File: config.mk
export PLATFORM = sky130hd
export DESIGN_NAME = branch_pred_table
export DESIGN_NICKNAME = d
export VERILOG_FILES = /design/src/rtl/bp_pkg.sv /design/src/rtl/branch_pred_table.sv
export SDC_FILE = /design/constraint.sdc
export NUM_CORES = 2
export LEC_CHECK = 0
export CORE_AREA = 2 2 301 333
export CTS_CLUSTER_DIAMETER = 50
export CTS_CLUSTER_SIZE = 16
export DETAILED_ROUTE_END_ITERATION = 6
export DIE_AREA = 0 0 303 335
export GPL_TIMING_DRIVEN = 0
export HOLD_SLACK_MARGIN = 0.12
export PLACE_DENSITY = 0.76
export SETUP_SLACK_MARGIN = 0.5
export SLEW_MARGIN = 20
export SYNTH_ARGS = -nofsm -noshare
export SYNTH_HDL_FRONTEND = slang
export SYNTH_SLANG_ARGS = --single-unit
export TNS_END_PERCENT = 30
File: constraint.sdc
create_clock -name clock -period 5.97 [get_ports clock]
set_input_delay 0.8955 -clock clock [delete_from_list [all_inputs] [get_ports clock]]
set_output_delay 0.8955 -clock clock [all_outputs]
set_load 0.03 [all_outputs]
File: src/rtl/bp_pkg.sv
// Shared branch-predictor types: 2-bit direction counter encoding, its update rule,
// and the table entry layout used by the PC-indexed prediction table.
package bp_pkg;

    localparam int BPT_XLEN  = 32;
    localparam int BPT_TAG_W = BPT_XLEN;

    typedef enum logic [1:0] {
        SN = 2'b00,
        WN = 2'b01,
        WT = 2'b10,
        ST = 2'b11
    } ts_state;

    typedef struct packed {
        logic                 valid;
        logic [BPT_TAG_W-1:0] tag;
        logic [BPT_XLEN-1:0]  target;
        ts_state              ctr;
    } bpt_entry_t;

    function automatic ts_state ts_next(input ts_state s, input logic take);
        ts_state n;
        n = s;
        case (s)
            SN:      n = take ? WN : SN;
            WN:      n = take ? WT : SN;
            WT:      n = take ? ST : WN;
            ST:      n = take ? ST : WT;
            default: n = s;
        endcase
        return n;
    endfunction

endpackage

File: src/rtl/branch_pred_table.sv
// Purpose: direct-mapped PC-indexed table of 2-bit direction counters plus branch targets.
// Latency: lookup registered to pred_* one cycle later; retire updates land at the same edge.
// Backpressure: lk_stall holds outputs, flush drops pred_valid; updates are never blocked.
module branch_pred_table
    import bp_pkg::*;
#(
    parameter  int XLEN      = 32,
    parameter  int N_ENTRIES = 16,
    localparam int IDX_BITS  = $clog2(N_ENTRIES)
) (
    input  logic            clock,
    input  logic            reset,
    input  logic            lk_valid,
    input  logic [XLEN-1:0] lk_pc,
    input  logic            lk_stall,
    input  logic            flush,
    input  logic            upd_valid,
    input  logic [XLEN-1:0] upd_pc,
    input  logic            upd_take,
    input  logic [XLEN-1:0] upd_target,
    output logic            pred_valid,
    output logic            pred_take,
    output logic [XLEN-1:0] pred_target,
    output logic            pred_hit
);

    localparam int TAG_W = XLEN - IDX_BITS - 2;

    bpt_entry_t entries_q [N_ENTRIES];
    bpt_entry_t entries_d [N_ENTRIES];

    logic            pred_valid_q, pred_valid_d;
    logic            pred_take_q,  pred_take_d;
    logic            pred_hit_q,   pred_hit_d;
    logic [XLEN-1:0] pred_target_q, pred_target_d;

    logic [IDX_BITS-1:0] lk_idx, upd_idx;
    logic [TAG_W-1:0]    lk_tag, upd_tag;
    bpt_entry_t          lk_ent, upd_ent;
    logic                lk_hit, lk_take, upd_hit;
    logic [1:0]          unused_upd_lsb;

    assign lk_idx         = lk_pc[IDX_BITS+1:2];
    assign lk_tag         = lk_pc[XLEN-1:IDX_BITS+2];
    assign upd_idx        = upd_pc[IDX_BITS+1:2];
    assign upd_tag        = upd_pc[XLEN-1:IDX_BITS+2];
    assign unused_upd_lsb = upd_pc[1:0];

    // Both ports read the pre-update table: a same-cycle lookup never sees the retiring write.
    assign lk_ent  = entries_q[lk_idx];
    assign upd_ent = entries_q[upd_idx];
    assign lk_hit  = lk_ent.valid && (lk_ent.tag == BPT_TAG_W'(lk_tag));
    assign lk_take = lk_hit && lk_ent.ctr[1];
    assign upd_hit = upd_ent.valid && (upd_ent.tag == BPT_TAG_W'(upd_tag));

    always_comb begin
        entries_d = entries_q;
        if (upd_valid) begin
            if (upd_hit) begin
                entries_d[upd_idx].ctr = ts_next(upd_ent.ctr, upd_take);
                if (upd_take) begin
                    entries_d[upd_idx].target = BPT_XLEN'(upd_target);
                end
            end else if (upd_take) begin
                // Only taken branches earn a slot; a miss replaces whatever aliased there.
                entries_d[upd_idx].valid  = 1'b1;
                entries_d[upd_idx].tag    = BPT_TAG_W'(upd_tag);
                entries_d[upd_idx].target = BPT_XLEN'(upd_target);
                entries_d[upd_idx].ctr    = WT;
            end
        end
    end

    always_comb begin
        pred_valid_d  = pred_valid_q;
        pred_take_d   = pred_take_q;
        pred_hit_d    = pred_hit_q;
        pred_target_d = pred_target_q;
        if (flush) begin
            pred_valid_d = 1'b0;
        end else if (!lk_stall) begin
            pred_valid_d  = lk_valid;
            pred_take_d   = lk_take;
            pred_hit_d    = lk_hit;
            pred_target_d = lk_take ? XLEN'(lk_ent.target) : lk_pc + XLEN'(4);
        end
    end

    always_ff @(posedge clock or negedge reset) begin
        if (!reset) begin
            for (int i = 0; i < N_ENTRIES; i++) begin
                entries_q[i] <= '0;
            end
            pred_valid_q  <= 1'b0;
            pred_take_q   <= 1'b0;
            pred_hit_q    <= 1'b0;
            pred_target_q <= '0;
        end else begin
            entries_q     <= entries_d;
            pred_valid_q  <= pred_valid_d;
            pred_take_q   <= pred_take_d;
            pred_hit_q    <= pred_hit_d;
            pred_target_q <= pred_target_d;
        end
    end

    assign pred_valid  = pred_valid_q;
    assign pred_take   = pred_take_q;
    assign pred_hit    = pred_hit_q;
    assign pred_target = pred_target_q;

endmodule

==> impl_metrics.py <==
metrics = {
    "floorplan": {
        "initial_utilization_pct": 52.66,
        "ios": 138,
        "num_rows": 121,
        "die_h_um": 335,
        "core-area_mm2": 0.09826,
        "dieWidth_um": 303,
        "die_area_mm2": 0.1015,
    },
    "final_layout": {
        "mostFrequentLayoutCells": "dfrtp_1, mux2_2, mux4_2, clkbuf_1, mux2i_1",
        "drive_gt1_share_pct": 42.84,
        "syn_to_final_growth_pct": 13.63,
        "finish.utilization_pct": 59.84,
        "final_common_cell": "dfrtp_1",
        "final_net_count": 3828,
        "fillCellCount": 7501,
        "fin_cells": 5109,
    },
    "setup_path": {
        "cp-startpoint": "lk_pc[2]",
        "critical_path_required_ps": 6540,
        "cp.arrival_ps": 6240,
        "critical_path_class": "in -> reg",
        "slowest_delay_ps": 670,
        "r2r-start": "entries_q[377]",
        "cpMaxStageDelayCell": "a221oi_1",
        "crit_fanout": 10,
        "critPathLaunchType": "primary input",
        "cp-end-kind": "flop",
        "path_cells": "clkdlybuf4s50_1 > buf_2 > buf_4 > buf_2 > nor2_1 > a22o_1 > a221oi_1 > xor2_1 > o31ai_1 > o2111ai_2 > nor4_4 > buf_4 > mux2i_1 > o21ai_0",
    },
    "synth": {
        "yosysSeqAreaShare_pct": 48.90,
        "synth_warnings": 0,
        "synth_area_mm2": 0.05174,
        "synth-edff-count": 0,
        "ys_ff_latch": 1011,
        "synth_fa_ha_area_share_pct": 0.06288,
        "ys_types": 72,
        "synth_ff_type": "dfrtp_1",
        "syn_inst": 3490,
        "synthArstFlopShare_pct": 100.0,
        "yosys.area_share.simple_pct": 3.729,
        "synth-compound-area-share_pct": 3.158,
        "synth-xor-area-share_pct": 1.168,
        "synthesis.nets": 3594,
        "synth_top_family_by_area": "multiplexers",
        "synth.area.mux_share_pct": 40.04,
        "postSynthAreaPerCell_um2": 14.82,
    },
    "power": {
        "seq_power_share_pct": 44.4,
        "intPower_mw": 14.50,
        "power_density_mw_per_mm2": 347.3,
        "sw_frac_of_total_pct": 29.00,
        "p_sw_mw": 5.920,
        "p_leak_nw": 25.27,
        "combinationalPowerShare_pct": 20.3,
        "ir_drop_uv": 300.7,
        "clockPowerShare_pct": 35.3,
    },
    "hold_path": {
        "worstHoldStart": "pred_take",
        "hold_class": "reg -> reg",
    },
    "clock_tree": {
        "cts-root-buf": "clkbuf_16",
        "clk_pin_slew_ps": 70,
        "cts_buffers": 107,
        "htreeDepth": 3,
        "clock_sinks": 1011,
        "cts_max_path_buffers": 3,
        "cts_tree": "built",
        "clk-insertion-delay-late_ps": 720,
    },
    "global_route": {
        "antenna_found_initial": 12,
        "grt_pass1_wl_um": 252900,
        "grt_pass1_vias": 35220,
        "grt_use_total_pct": 35.17,
        "overflow": 0,
        "grt_max_degree": 145,
    },
    "route": {
        "drtAntennaViolNets": 0,
        "dr.pass1.iters": 7,
        "drc": 22,
        "num_vias": 34520,
        "wl_per_cell_um": 34.62,
        "viasPerCell": 6.757,
        "drtIter0Drc": 4077,
        "routed_wl_um": 176900,
    },
    "job": {
        "max_cap_viol_count": 0,
    },
    "sta": {
        "rsz0062_at_grt": "yes",
        "finalCritPeriodShare_pct": 95.11,
        "maxSlewHeadroom_pct": 18.42,
        "setup_viol": 0,
        "slew_violations": 0,
        "final-hold-violation-count": 0,
        "tightest_slew_ps": 1224,
        "maxClockFrequency_mhz": 176.1,
        "period_needed_ps": 5678,
        "fin_worst_skew_ps": 32.27,
    },
    "status": {
        "status": "finished with violations",
        "violations": "DRC",
    },
    "placement": {
        "port_buffers": 113,
        "dp.cells": 4901,
        "dpl.hpwl_um": 122200,
        "gp_congestion": 1.101,
    },
}
[Yosys cell counts, drive strengths merged, types with 7 or more instances]
| library cell | n | area share [%] |
|---|---|---|
| dfrtp | 1011 | 49 |
| mux2 | 969 | 22 |
| mux4 | 363 | 16 |
| clkbuf | 192 | 1.4 |
| mux2i | 131 | 2.5 |
| buf | 120 | 1.4 |
| nand2 | 110 | 0.80 |
| nor2 | 97 | 0.76 |
| o21ai | 58 | 0.56 |
| xnor2 | 43 | 0.73 |
| nor3 | 28 | 0.42 |
| nand3 | 27 | 0.26 |
| xor2 | 26 | 0.44 |
| nor2b | 24 | 0.29 |
| o22ai | 24 | 0.29 |
| or2 | 21 | 0.25 |
| inv | 20 | 0.15 |
| a211oi | 19 | 0.28 |
| nand2b | 18 | 0.22 |
| a21o | 17 | 0.25 |
| nor4 | 13 | 0.20 |
| a21oi | 11 | 0.11 |
| and2 | 11 | 0.13 |
| nand4 | 11 | 0.13 |
| o21a | 11 | 0.16 |
| a22oi | 10 | 0.15 |
| a221oi | 8 | 0.16 |
| a22o | 7 | 0.12 |
| a31o | 7 | 0.12 |
[layer usage]
metal / vias to the layer above / track usage, % / part of all wire [%]
li1: 13660 / - / -
met1: 18270 / 45.86 / 38
met2: 2029 / 53.29 / 45
met3: 542 / 8.215 / 9.5
met4: 12 / 21.96 / 7.4
met5: - / 0 / 0.045
[worst paths after layout]
check | slack, ps | cells after the start | end
min in group asynchronous | 740 | 2 | entries_q[52]
worst max-delay path | 290 | 14 | pred_target[2]
worst max register to register | 1390 | 11 | entries_q[186]
max in group asynchronous | 3040 | 5 | entries_q[819]
worst min-delay path | 490 | 2 | pred_take
worst min register to register | 490 | 2 | pred_take
[power groups by stage]
stage               Combinational (mW)  Sequential (mW)  Clock [mW]
global route                      4.33             9.18        7.55
floorplan                         2.82             8.84           0
finish                            4.15             9.06        7.21
detailed placement                4.06             9.12           0
CTS                               4.10             9.01        7.25
global placement                  3.95             9.12           0
[critical path: cells and delay by family]
kind	cells	cell delay, ps
AOI/OAI and AO/OA	5	1880
muxes	1	540
and+or+nand+nor	2	530
buffers and inverters	5	2200
xor gates and xnor gates	1	140
[cell type report]
| cell class | instances | area, µm² | share of cell area, % |
|---|---|---|---|
| Inverter | 21 | 82.58 | 0.1405 |
| Multi-Input combinational cell | 2146 | 24990 | 42.50 |
| Sequential cell | 1011 | 25300 | 43.03 |
| Clock buffer | 125 | 2887 | 4.910 |
| Antenna cell | 4 | 10.01 | 0.01703 |
| Timing Repair Buffer | 125 | 1398 | 2.377 |
| Buffer | 312 | 1560 | 2.654 |
| Clock inverter | 74 | 950.9 | 1.617 |
| Tap cell | 1291 | 1615 | 2.748 |
[through the flow]
stage	instance area (µm²)	total power, mW	TNS [ps]	setup slack (ps)	hold slack [ps]
after floorplan	51740	11.66	0	1758	445.2
after global placement	54480	13.07	-	-41840	459.6
after detailed placement	54730	13.18	-222980	-1516	468.4
after CTS	58700	20.36	0	470.2	485.2
after global routing	58780	21.06	0	451.4	503.8
final	58790	20.42	0	292.1	487.7
[flip-flops by register name, summed over array words and instances (netlist names)]
name	flops
pred_target	32
pred_take	1
pred_valid	1
entries_q	976
pred_hit	1
[logic make-up after synthesis]
kind of cell	count (synthesis)
muxes	1463
buffers and inverters	333
AOI/OAI and AO/OA	232
and+or+nand+nor	379
adders and majority gates	3
xor gates and xnor gates	69
DFF	1011
[repair_timing]
item / in CTS / in global routing
setup endpoints to repair: 378 / 95
buffers inserted: 2 / 1
pin swaps: 1 / 1
resized for setup: 36 / 23
hold buffers: 1 / 0
hold endpoints to repair: 68 / 0
Note: power is estimated with default switching activity, not from simulation.
